File: config.mk
export PLATFORM = sky130hd
export DESIGN_NAME = t01_ai_layer_seq
export DESIGN_NICKNAME = d
export VERILOG_FILES = /design/src/rtl/t01_ai_pkg.sv /design/src/rtl/t01_ai_act_buf.sv /design/src/rtl/t01_ai_layer_seq.sv
export SDC_FILE = /design/constraint.sdc
export NUM_CORES = 1
export LEC_CHECK = 0
export CORE_ASPECT_RATIO = 0.5
export CORE_MARGIN = 1.5
export CORE_UTILIZATION = 45
export CTS_BUF_LIST = sky130_fd_sc_hd__clkbuf_8
export DETAILED_ROUTE_END_ITERATION = 6
export PLACE_DENSITY = 0.69
export SKIP_CTS_REPAIR_TIMING = 1
export SLEW_MARGIN = 20
export SYNTH_ARGS = -nofsm -noshare
export SYNTH_HDL_FRONTEND = slang
export SYNTH_SLANG_ARGS = --single-unit
File: constraint.sdc
create_clock -name clk -period 7.6 [get_ports clk]
set_input_delay 1.52 -clock clk [delete_from_list [all_inputs] [get_ports clk]]
set_output_delay 1.52 -clock clk [all_outputs]
set_load 0.01 [all_outputs]
File: src/rtl/t01_ai_pkg.sv
// rtl/t01_ai_pkg.sv - shared types, layer geometry and requantization for the AI layer sequencer
package t01_ai_pkg;

  typedef enum logic [2:0] {
    IDLE,
    START,
    FEED,
    COLLECT,
    OUT
  } state_t;

  localparam int         ACT_MAX    = 127;
  localparam logic [1:0] LAST_LAYER = 2'd3;

  // Number of activations streamed into the MMU for a layer
  function automatic logic [5:0] layer_n_in(input logic [1:0] layer);
    return (layer == 2'd0) ? 6'd4 : 6'd32;
  endfunction

  // Number of results the MMU returns for a layer
  function automatic logic [5:0] layer_m_out(input logic [1:0] layer);
    return (layer == LAST_LAYER) ? 6'd1 : 6'd32;
  endfunction

  // ReLU output is non-negative, so a logical shift plus upper clamp is enough
  function automatic logic [7:0] requant(input logic [17:0] res, input int sh);
    logic [17:0] q;
    q = res >> sh;
    return (q > 18'(ACT_MAX)) ? 8'(ACT_MAX) : q[7:0];
  endfunction

endpackage

File: src/rtl/t01_ai_act_buf.sv
// rtl/t01_ai_act_buf.sv - ping-pong activation buffer, 2 banks of 32 x 8-bit entries
module t01_ai_act_buf (
  input  logic       clk,
  input  logic       rst_n,
  input  logic       load,
  input  logic [31:0] load_data,
  input  logic       swap,
  input  logic       wr_en,
  input  logic [4:0] wr_idx,
  input  logic [7:0] wr_data,
  input  logic [4:0] rd_idx,
  output logic [7:0] rd_data
);

  logic [7:0] bank [2][32];
  logic       sel;

  // Reads come from the current bank, writes land in the other one
  assign rd_data = bank[sel][rd_idx];

  // Load clears both banks and seeds the read bank; swap flips roles after the final write
  always_ff @(posedge clk or negedge rst_n) begin
    if (!rst_n) begin
      sel <= 1'b0;
      for (int b = 0; b < 2; b++)
        for (int i = 0; i < 32; i++)
          bank[b][i] <= 8'd0;
    end else if (load) begin
      sel <= 1'b0;
      for (int b = 0; b < 2; b++)
        for (int i = 0; i < 32; i++)
          bank[b][i] <= 8'd0;
      for (int i = 0; i < 4; i++)
        bank[0][i] <= load_data[8*i +: 8];
    end else begin
      if (wr_en)
        bank[~sel][wr_idx] <= wr_data;
      if (swap)
        sel <= ~sel;
    end
  end

endmodule

File: src/rtl/t01_ai_layer_seq.sv
// rtl/t01_ai_layer_seq.sv - runs one board vector through MMU layers 0-3 and returns the score
module t01_ai_layer_seq
  import t01_ai_pkg::*;
#(
  parameter int SHIFT = 4
) (
  input  logic        clk,
  input  logic        rst_n,
  input  logic        in_valid,
  output logic        in_ready,
  input  logic [31:0] in_feat,
  output logic        mmu_start,
  output logic [1:0]  mmu_layer_sel,
  output logic        mmu_act_valid,
  output logic [7:0]  mmu_act_in,
  input  logic        mmu_res_valid,
  input  logic [17:0] mmu_res_out,
  input  logic        mmu_done,
  output logic        score_valid,
  output logic [17:0] score,
  output logic        err
);

  state_t      state, state_d;
  logic [5:0]  cnt, cnt_d;
  logic [1:0]  layer_d;
  logic        start_d, act_valid_d, score_valid_d, err_d;
  logic [7:0]  act_in_d;
  logic [17:0] score_d;
  logic [5:0]  n_in, m_out;
  logic [6:0]  res_total;
  logic        buf_load, buf_swap, wr_en;
  logic [7:0]  rd_data;

  assign in_ready = (state == IDLE);

  t01_ai_act_buf u_buf (
    .clk       (clk),
    .rst_n     (rst_n),
    .load      (buf_load),
    .load_data (in_feat),
    .swap      (buf_swap),
    .wr_en     (wr_en),
    .wr_idx    (cnt[4:0]),
    .wr_data   (requant(mmu_res_out, SHIFT)),
    .rd_idx    (cnt[4:0]),
    .rd_data   (rd_data)
  );

  // Next state plus next values of every registered output; cnt is feed index or result count
  always_comb begin
    state_d       = state;
    cnt_d         = cnt;
    layer_d       = mmu_layer_sel;
    start_d       = 1'b0;
    act_valid_d   = 1'b0;
    act_in_d      = 8'd0;
    score_d       = score;
    score_valid_d = 1'b0;
    err_d         = err;
    buf_load      = 1'b0;
    buf_swap      = 1'b0;
    wr_en         = 1'b0;
    n_in          = layer_n_in(mmu_layer_sel);
    m_out         = layer_m_out(mmu_layer_sel);
    res_total     = {1'b0, cnt} + {6'd0, mmu_res_valid};
    case (state)
      IDLE: begin
        if (in_valid) begin
          buf_load = 1'b1;
          layer_d  = 2'd0;
          err_d    = 1'b0;
          cnt_d    = 6'd0;
          start_d  = 1'b1;
          state_d  = START;
        end
      end
      START: begin
        act_valid_d = 1'b1;
        act_in_d    = rd_data;
        cnt_d       = 6'd1;
        state_d     = FEED;
      end
      FEED: begin
        if (cnt == n_in) begin
          cnt_d   = 6'd0;
          state_d = COLLECT;
        end else begin
          act_valid_d = 1'b1;
          act_in_d    = rd_data;
          cnt_d       = cnt + 6'd1;
        end
      end
      COLLECT: begin
        if (mmu_res_valid) begin
          wr_en = 1'b1;
          if (cnt != 6'd63)
            cnt_d = cnt + 6'd1;
        end
        if (mmu_done) begin
          if (res_total != {1'b0, m_out})
            err_d = 1'b1;
          cnt_d = 6'd0;
          if (mmu_layer_sel == LAST_LAYER) begin
            score_d       = mmu_res_out;
            score_valid_d = 1'b1;
            state_d       = OUT;
          end else begin
            buf_swap = 1'b1;
            layer_d  = mmu_layer_sel + 2'd1;
            start_d  = 1'b1;
            state_d  = START;
          end
        end
      end
      OUT:     state_d = IDLE;
      default: state_d = IDLE;
    endcase
  end

  // State and registered outputs; reset aborts any sequence in flight
  always_ff @(posedge clk or negedge rst_n) begin
    if (!rst_n) begin
      state         <= IDLE;
      cnt           <= 6'd0;
      mmu_layer_sel <= 2'd0;
      mmu_start     <= 1'b0;
      mmu_act_valid <= 1'b0;
      mmu_act_in    <= 8'd0;
      score         <= 18'd0;
      score_valid   <= 1'b0;
      err           <= 1'b0;
    end else begin
      state         <= state_d;
      cnt           <= cnt_d;
      mmu_layer_sel <= layer_d;
      mmu_start     <= start_d;
      mmu_act_valid <= act_valid_d;
      mmu_act_in    <= act_in_d;
      score         <= score_d;
      score_valid   <= score_valid_d;
      err           <= err_d;
    end
  end

endmodule
== Word-level counts from Yosys, hierarchy flattened ==
Index checks and enable logic that the tools add are counted.

* Add/subtract/negate cells: 3
* Magnitude comparators: 6
* Equal/unequal tests: 14
* Mux-type cells: 52
* Bitwise operators: 4
* Reductions and logical operators: 13

{| class="wikitable"
|+ Operators with widths
! operator !! number
|-
| 256-bit 2-to-1 mux || 4
|-
| 512-bit 2-to-1 mux || 2
|-
| 512-bit bitwise mux || 1
|-
| 256-bit demux with 1-bit select || 1
|-
| 6-bit 2-to-1 mux || 7
|-
| 8-bit binary-select mux with 5-bit select || 1
|-
| 8-bit demux with 5-bit select || 1
|-
| 8-bit 2-to-1 mux || 5
|-
| 6-bit one-hot mux with 4 select lines || 1
|-
| 1-bit 2-to-1 mux || 16
|-
| 8-bit one-hot mux with 2 select lines || 1
|-
| 14-bit by 7-bit > comparator with 1-bit output (second input constant) || 1
|-
| 3-bit 2-to-1 mux || 4
|-
| 3-bit one-hot mux with 4 select lines || 1
|-
| 4-bit AND reduction || 3
|-
| 2-bit != test (second input constant) || 5
|-
| 6-bit by 1-bit adder with 7-bit output || 1
|-
| 7-bit by 6-bit != test with 1-bit output || 1
|-
| 6-bit by 1-bit adder with 6-bit output (second input constant) || 1
|-
| 3-bit by 2-bit == test with 1-bit output (second input constant) || 2
|-
| 6-bit == test || 1
|-
| 6-bit greater-or-equal comparator (second input constant) || 1
|-
| 6-bit by 1-bit < comparator with 1-bit output (second input constant) || 1
|-
| 2-bit 2-to-1 mux || 3
|-
| 18 further kinds || 27
|}

* Bits in registers: 554
* Input port bits: 55
* Output and inout bits: 33
* Logic and storage cells: 166

== Depth between registers and ports, before layout ==
* Depth in word-level cells: 10
* Mapped depth: 13
* Mapped depth without buffers: 8

== Modules after synthesis ==
From an unflattened synthesis, not the netlist that was laid out.

* Cells, all modules: 2,542
* Area, all modules: 27,839.2 um^2

{| class="wikitable"
|+ By module, submodules not included
! module !! times used !! cells each !! area an instance (um^2) !! seq. area each (um^2)
|-
| t01_ai_act_buf || 1 || 2,350 || 25,783.5 || 12,837.3
|-
| t01_ai_layer_seq || 1 || 192 || 2,055.7 || 1,026.0
|}

== Least setup slack after synthesis ==
No wires, ideal clock.

* Path type: input -> register
* Start: input port mmu_res_out[15]
* End: register u_buf.bank[132] (netlist name)
* Library setup time: 121 ps
* Arrival time: 2,832 ps
* Data required time: 7,479 ps
* Setup slack: 4,647 ps
* Stages on the path: 7
* Path buffers: 2
* Path through: nor4_1 > nand2_1 > clkbuf_1 > o21ai_1 > nor2_2 > buf_2 > a22o_1

* Cells in the longest elaborated chain, start to end: 5

{| class="wikitable"
|+ Ends and longest elaborated chain
! item !! line !! text
|-
| from (decl) || t01_ai_layer_seq.sv:17 || <nowiki>input logic [17:0] mmu_res_out,</nowiki>
|-
| 14-bit by 7-bit > comparator with 1-bit output || t01_ai_pkg.sv:29 || <nowiki>return (q > 18'(ACT_MAX)) ? 8'(ACT_MAX) : q[7:0];</nowiki>
|-
| 8-bit 2-to-1 mux || t01_ai_pkg.sv:29 ||
|-
| 512-bit bitwise mux || t01_ai_act_buf.sv:37 || <nowiki>bank[~sel][wr_idx] <= wr_data;</nowiki>
|-
| 512-bit 2-to-1 mux || t01_ai_act_buf.sv:36 || <nowiki>if (wr_en)</nowiki>
|-
| 512-bit 2-to-1 mux || t01_ai_act_buf.sv:28 || <nowiki>end else if (load) begin</nowiki>
|-
| to (signal, indexed assignment) || t01_ai_act_buf.sv:34 || <nowiki>bank[0][i] <= load_data[8*i +: 8];</nowiki>
|-
| to (signal, indexed assignment) || t01_ai_act_buf.sv:37 ||
|-
| to (decl) || t01_ai_act_buf.sv:15 || <nowiki>logic [7:0] bank [2][32];</nowiki>
|}

No other way between the ends. The select of a mux whose other input is x is not followed.
A chain may end at the register's enable or synchronous reset.

== Final worst setup path ==
* Start: register cnt[1]
* End: register u_buf.bank[91] (netlist name)

* Cells in the longest elaborated chain, start to end: 10
* Elaborated cells between the ends (all ways): 11
* Classes of those cells: order compare: 2; mux: 7; bitwise: 1; reduce/logical: 1

{| class="wikitable"
|+ Ends and longest elaborated chain
! item !! line !! text
|-
| from (decl) || t01_ai_layer_seq.sv:25 || <nowiki>logic [5:0] cnt, cnt_d;</nowiki>
|-
| from (signal assigned) || t01_ai_layer_seq.sv:135 || <nowiki>cnt <= cnt_d;</nowiki>
|-
| 5-bit inverter with 6-bit output * || t01_ai_act_buf.sv:37 ||
|-
| 6-bit greater-or-equal comparator (implied by the code) / 6-bit by 1-bit < comparator with 1-bit output (equally long branches) || t01_ai_act_buf.sv:37 ||
|-
| 1-bit logical AND (implied by the code) || t01_ai_act_buf.sv:37 ||
|-
| 8-bit 2-to-1 mux (implied by the code) || t01_ai_act_buf.sv:37 ||
|-
| 8-bit demux with 5-bit select * || t01_ai_act_buf.sv:37 ||
|-
| 256-bit 2-to-1 mux (implied by the code) * || t01_ai_act_buf.sv:37 ||
|-
| 256-bit demux with 1-bit select * || t01_ai_act_buf.sv:37 ||
|-
| 512-bit bitwise mux * || t01_ai_act_buf.sv:37 ||
|-
| 512-bit 2-to-1 mux * || t01_ai_act_buf.sv:36 ||
|-
| 512-bit 2-to-1 mux * || t01_ai_act_buf.sv:28 ||
|}

Mark *: on every way between the ends. The rest lies on a longest branch, timed or not. The select of a mux whose other input is x is not followed.

==> impl_metrics.yaml <==
status:
  status: "finished clean"
clocking:
  cts_made_buffers: 82
  clock_path_buffers: 3
  cts_root_buf: "clkbuf_8"
  clk_pin_slew_ns: 0.06
  htree_num_levels: 3
  cts_tree: "built"
  clk_latency_ns: 0.65
  clock_sinks: 554
power:
  p_leak_nw: 12.6
  power.density_nw_per_um2: 320
  vdd_drop_max_mv: 0.232
  power_mw: 8.86
floorplan:
  initial_core_util_pct: 45.7
  io-pin-count: 88
  coreArea_um2: 53900
  die-area_um2: 56300
  rows: 60
  die_w_um: 334
  die_h_um: 169
synthesis:
  seq_area_frac_synth_pct: 56.2
  synth_seq_cells: 554
  synth.top_cell.area_share_pct: 56.2
  synth_area_leader_cell: "dfrtp_1"
  ys_warn_count: 0
  synth_nets: 1947
  synth.most_common_cell: "dfrtp_1"
  postSynthCellCount: 1884
  synth.avg_cell_area_um2: 13.1
  synth_area_um2: 24700
  yosysUniqueCellTypes: 62
  async_reset_ff_share_pct: 100
  synth_edf_count: 0
  yosys-top-cells-area: "dfrtp_1, a22o_1, mux4_2"
  synthTopCellsByCount: "dfrtp_1, a22o_1, mux4_2"
  ys.flop_type: "dfrtp_1"
grt:
  antenna_found_initial: 1
  grt.overflow.total: 0
  grt_pass1_wl_um: 110000
  grt_usage_pct: 25.4
  grt_pass1_vias: 17400
  grt_max_degree: 160
sta:
  final_max_slew_viol_count: 0
  fin_worst_skew_ns: 0.0266
  finalSetupViolations: 0
  period_needed_ns: 4.02
  worstMarginPinSlew_ns: 1.09
  max_freq_mhz: 249
  hold_viol: 0
  slew_headroom_pct: 27.2
  tns_ns: 0
  period_share_pct: 52.9
  rsz0062_at_grt: "no"
critical_path:
  cpPeakStageDelay_ns: 0.68
  path_common_cell: "buf_4"
  arrival_ns: 4.55
  critPathSlowestCell: "nor2_1"
  path_class: "flop to flop"
  timing.rr.end: "u_buf.bank[91]"
  path_delay_family: "buffers and inverters"
  r2r-start: "cnt[1]"
  cp-end-kind: "flop"
  cp-start-kind: "flop"
  crit_path_cell_trace: "buf_4, inv_2, buf_4, ha_1, nand2b_1, nor2_1, a21oi_1, a22o_1"
  worstRegToRegCells: 8
  critPathCapture: "u_buf.bank[91]"
  cp_max_fo: 37
  worst-path-stages: 8
  cp.required_ns: 8.13
  crit_start: "cnt[1]"
  critPathBufInv: 3
  r2r_slack_ns: 3.58
drt:
  drtAntennaViolNets: 0
  dr.pass1.iters: 5
  avgRoutedWirePerCell_um: 25.9
  drc: 0
  routed_via_density: 6.44
  drtIter0Drc: 1981
  vias: 17600
  wirelength_um: 70600
final_layout:
  ff_latch_area_um2: 13900
  area_growth_pct: 12.3
  fillers: 4592
  drive_gt1_share_pct: 15.0
  nNetsFinal: 2010
  final_area_um2: 27700
  multi_input_area_um2: 10000
placed_design:
  finalWeightedCongestion: 0.883
  numPortBuffers: 87
  placed_area_um2: 26000
  hpwl_um: 44100
min_path:
  hp-class: "flop to flop"
job:
  drv_cap: 0
## sequential cells by signal, summed over array words and instances, names as in the netlist
signal         flops
u_buf.bank       512
score             18
mmu_act_in         8
cnt                6
state              3
mmu_layer_sel      2
err                1
mmu_act_valid      1
mmu_start          1
score_valid        1
u_buf.sel          1
## worst min-delay path: stages (launching register included)
cell     delay, ns
dfrtp_1       0.34
nand2_1       0.05
nand2_1       0.06
## power breakdown
part | switching (mW) | leakage (nW) | internal (mW)
Clock | 1.19 | 0.990 | 1.28
Sequential | 0.270 | 7.60 | 3.27
Combinational | 1.86 | 4.02 | 1.00
## layout make-up
cell class                 instances  area share, %
clock inverter                    42          0.637
multi-input combinational       1179           36.3
antenna                            1        0.00904
sequential                       554           50.1
clock buffer                     109           5.42
timing repair buffer             116           4.13
tap                              713           3.22
inverter                          14          0.190
## per-layer routing
| metal | GRT usage [%] | part of all wire [%] | up-vias |
|---|---|---|---|
| met5 | 0 | 0 | - |
| met2 | 37.8 | 45 | 872 |
| met3 | 6.50 | 9.3 | 152 |
| met1 | 36.6 | 43 | 9155 |
| met4 | 8.44 | 3.0 | 0 |
| li1 | - | - | 7384 |
## per-stage QoR
step	std cells	util (%)	hold slack, ns	worst slack [ns]
global route	2728	51.3	0.500	3.51
detailed placement	2576	48.2	0.465	3.12
CTS	2727	51.3	0.479	3.69
finish	2728	51.3	0.477	3.58
global placement	2576	48.2	0.458	3.16
floorplan	1884	-	0.444	4.65
## logic make-up after synthesis
kind of cell / share of synthesized area, %
multiplexers: 13.8
AO/OA/AOI/OAI: 19.5
flip-flops: 56.2
AND/OR/NAND/NOR: 6.72
XOR/XNOR: 0.107
adder cells (fa/ha/maj): 0.406
buffers and inverters: 3.23
## layout by cell type (no fill, tap or decap), drive strengths merged, types with 3 or more instances in the layout
cell	netlist	routed
o21a	7	7
and3b	5	5
and2	56	56
nor3	10	10
clkinv	0	8
a22oi	9	9
o221ai	3	3
dfrtp	554	554
or3	5	5
mux2i	51	51
o211ai	4	4
nand2	114	114
a31oi	10	10
clkdlybuf4s50	0	86
a221oi	9	9
nand3	37	37
nand2b	5	5
inv	14	47
o31ai	4	4
nor3b	3	3
and3	6	6
o22ai	14	14
mux4	121	121
nor4	4	4
a21oi	92	92
mux2	15	15
ha	8	8
buf	101	30
o21ai	90	90
nor2	91	91
or2	3	3
a22o	380	380
clkbuf	36	109
## worst min-delay path by stage
| stage | slack [ns] | end | cells past startpoint | from |
|---|---|---|---|---|
| after detailed placement | 0.47 | score[0] | 2 | score[0] |
| after floorplan | 0.44 | u_buf.bank[143] | 1 | u_buf.bank[143] |
| after global placement | 0.46 | score[1] | 2 | score[1] |
| after global routing | 0.50 | u_buf.bank[95] | 1 | u_buf.bank[95] |
| final | 0.48 | score[0] | 2 | score[0] |
| after CTS | 0.48 | score[0] | 2 | score[0] |
(Power assumes the default switching activity.)
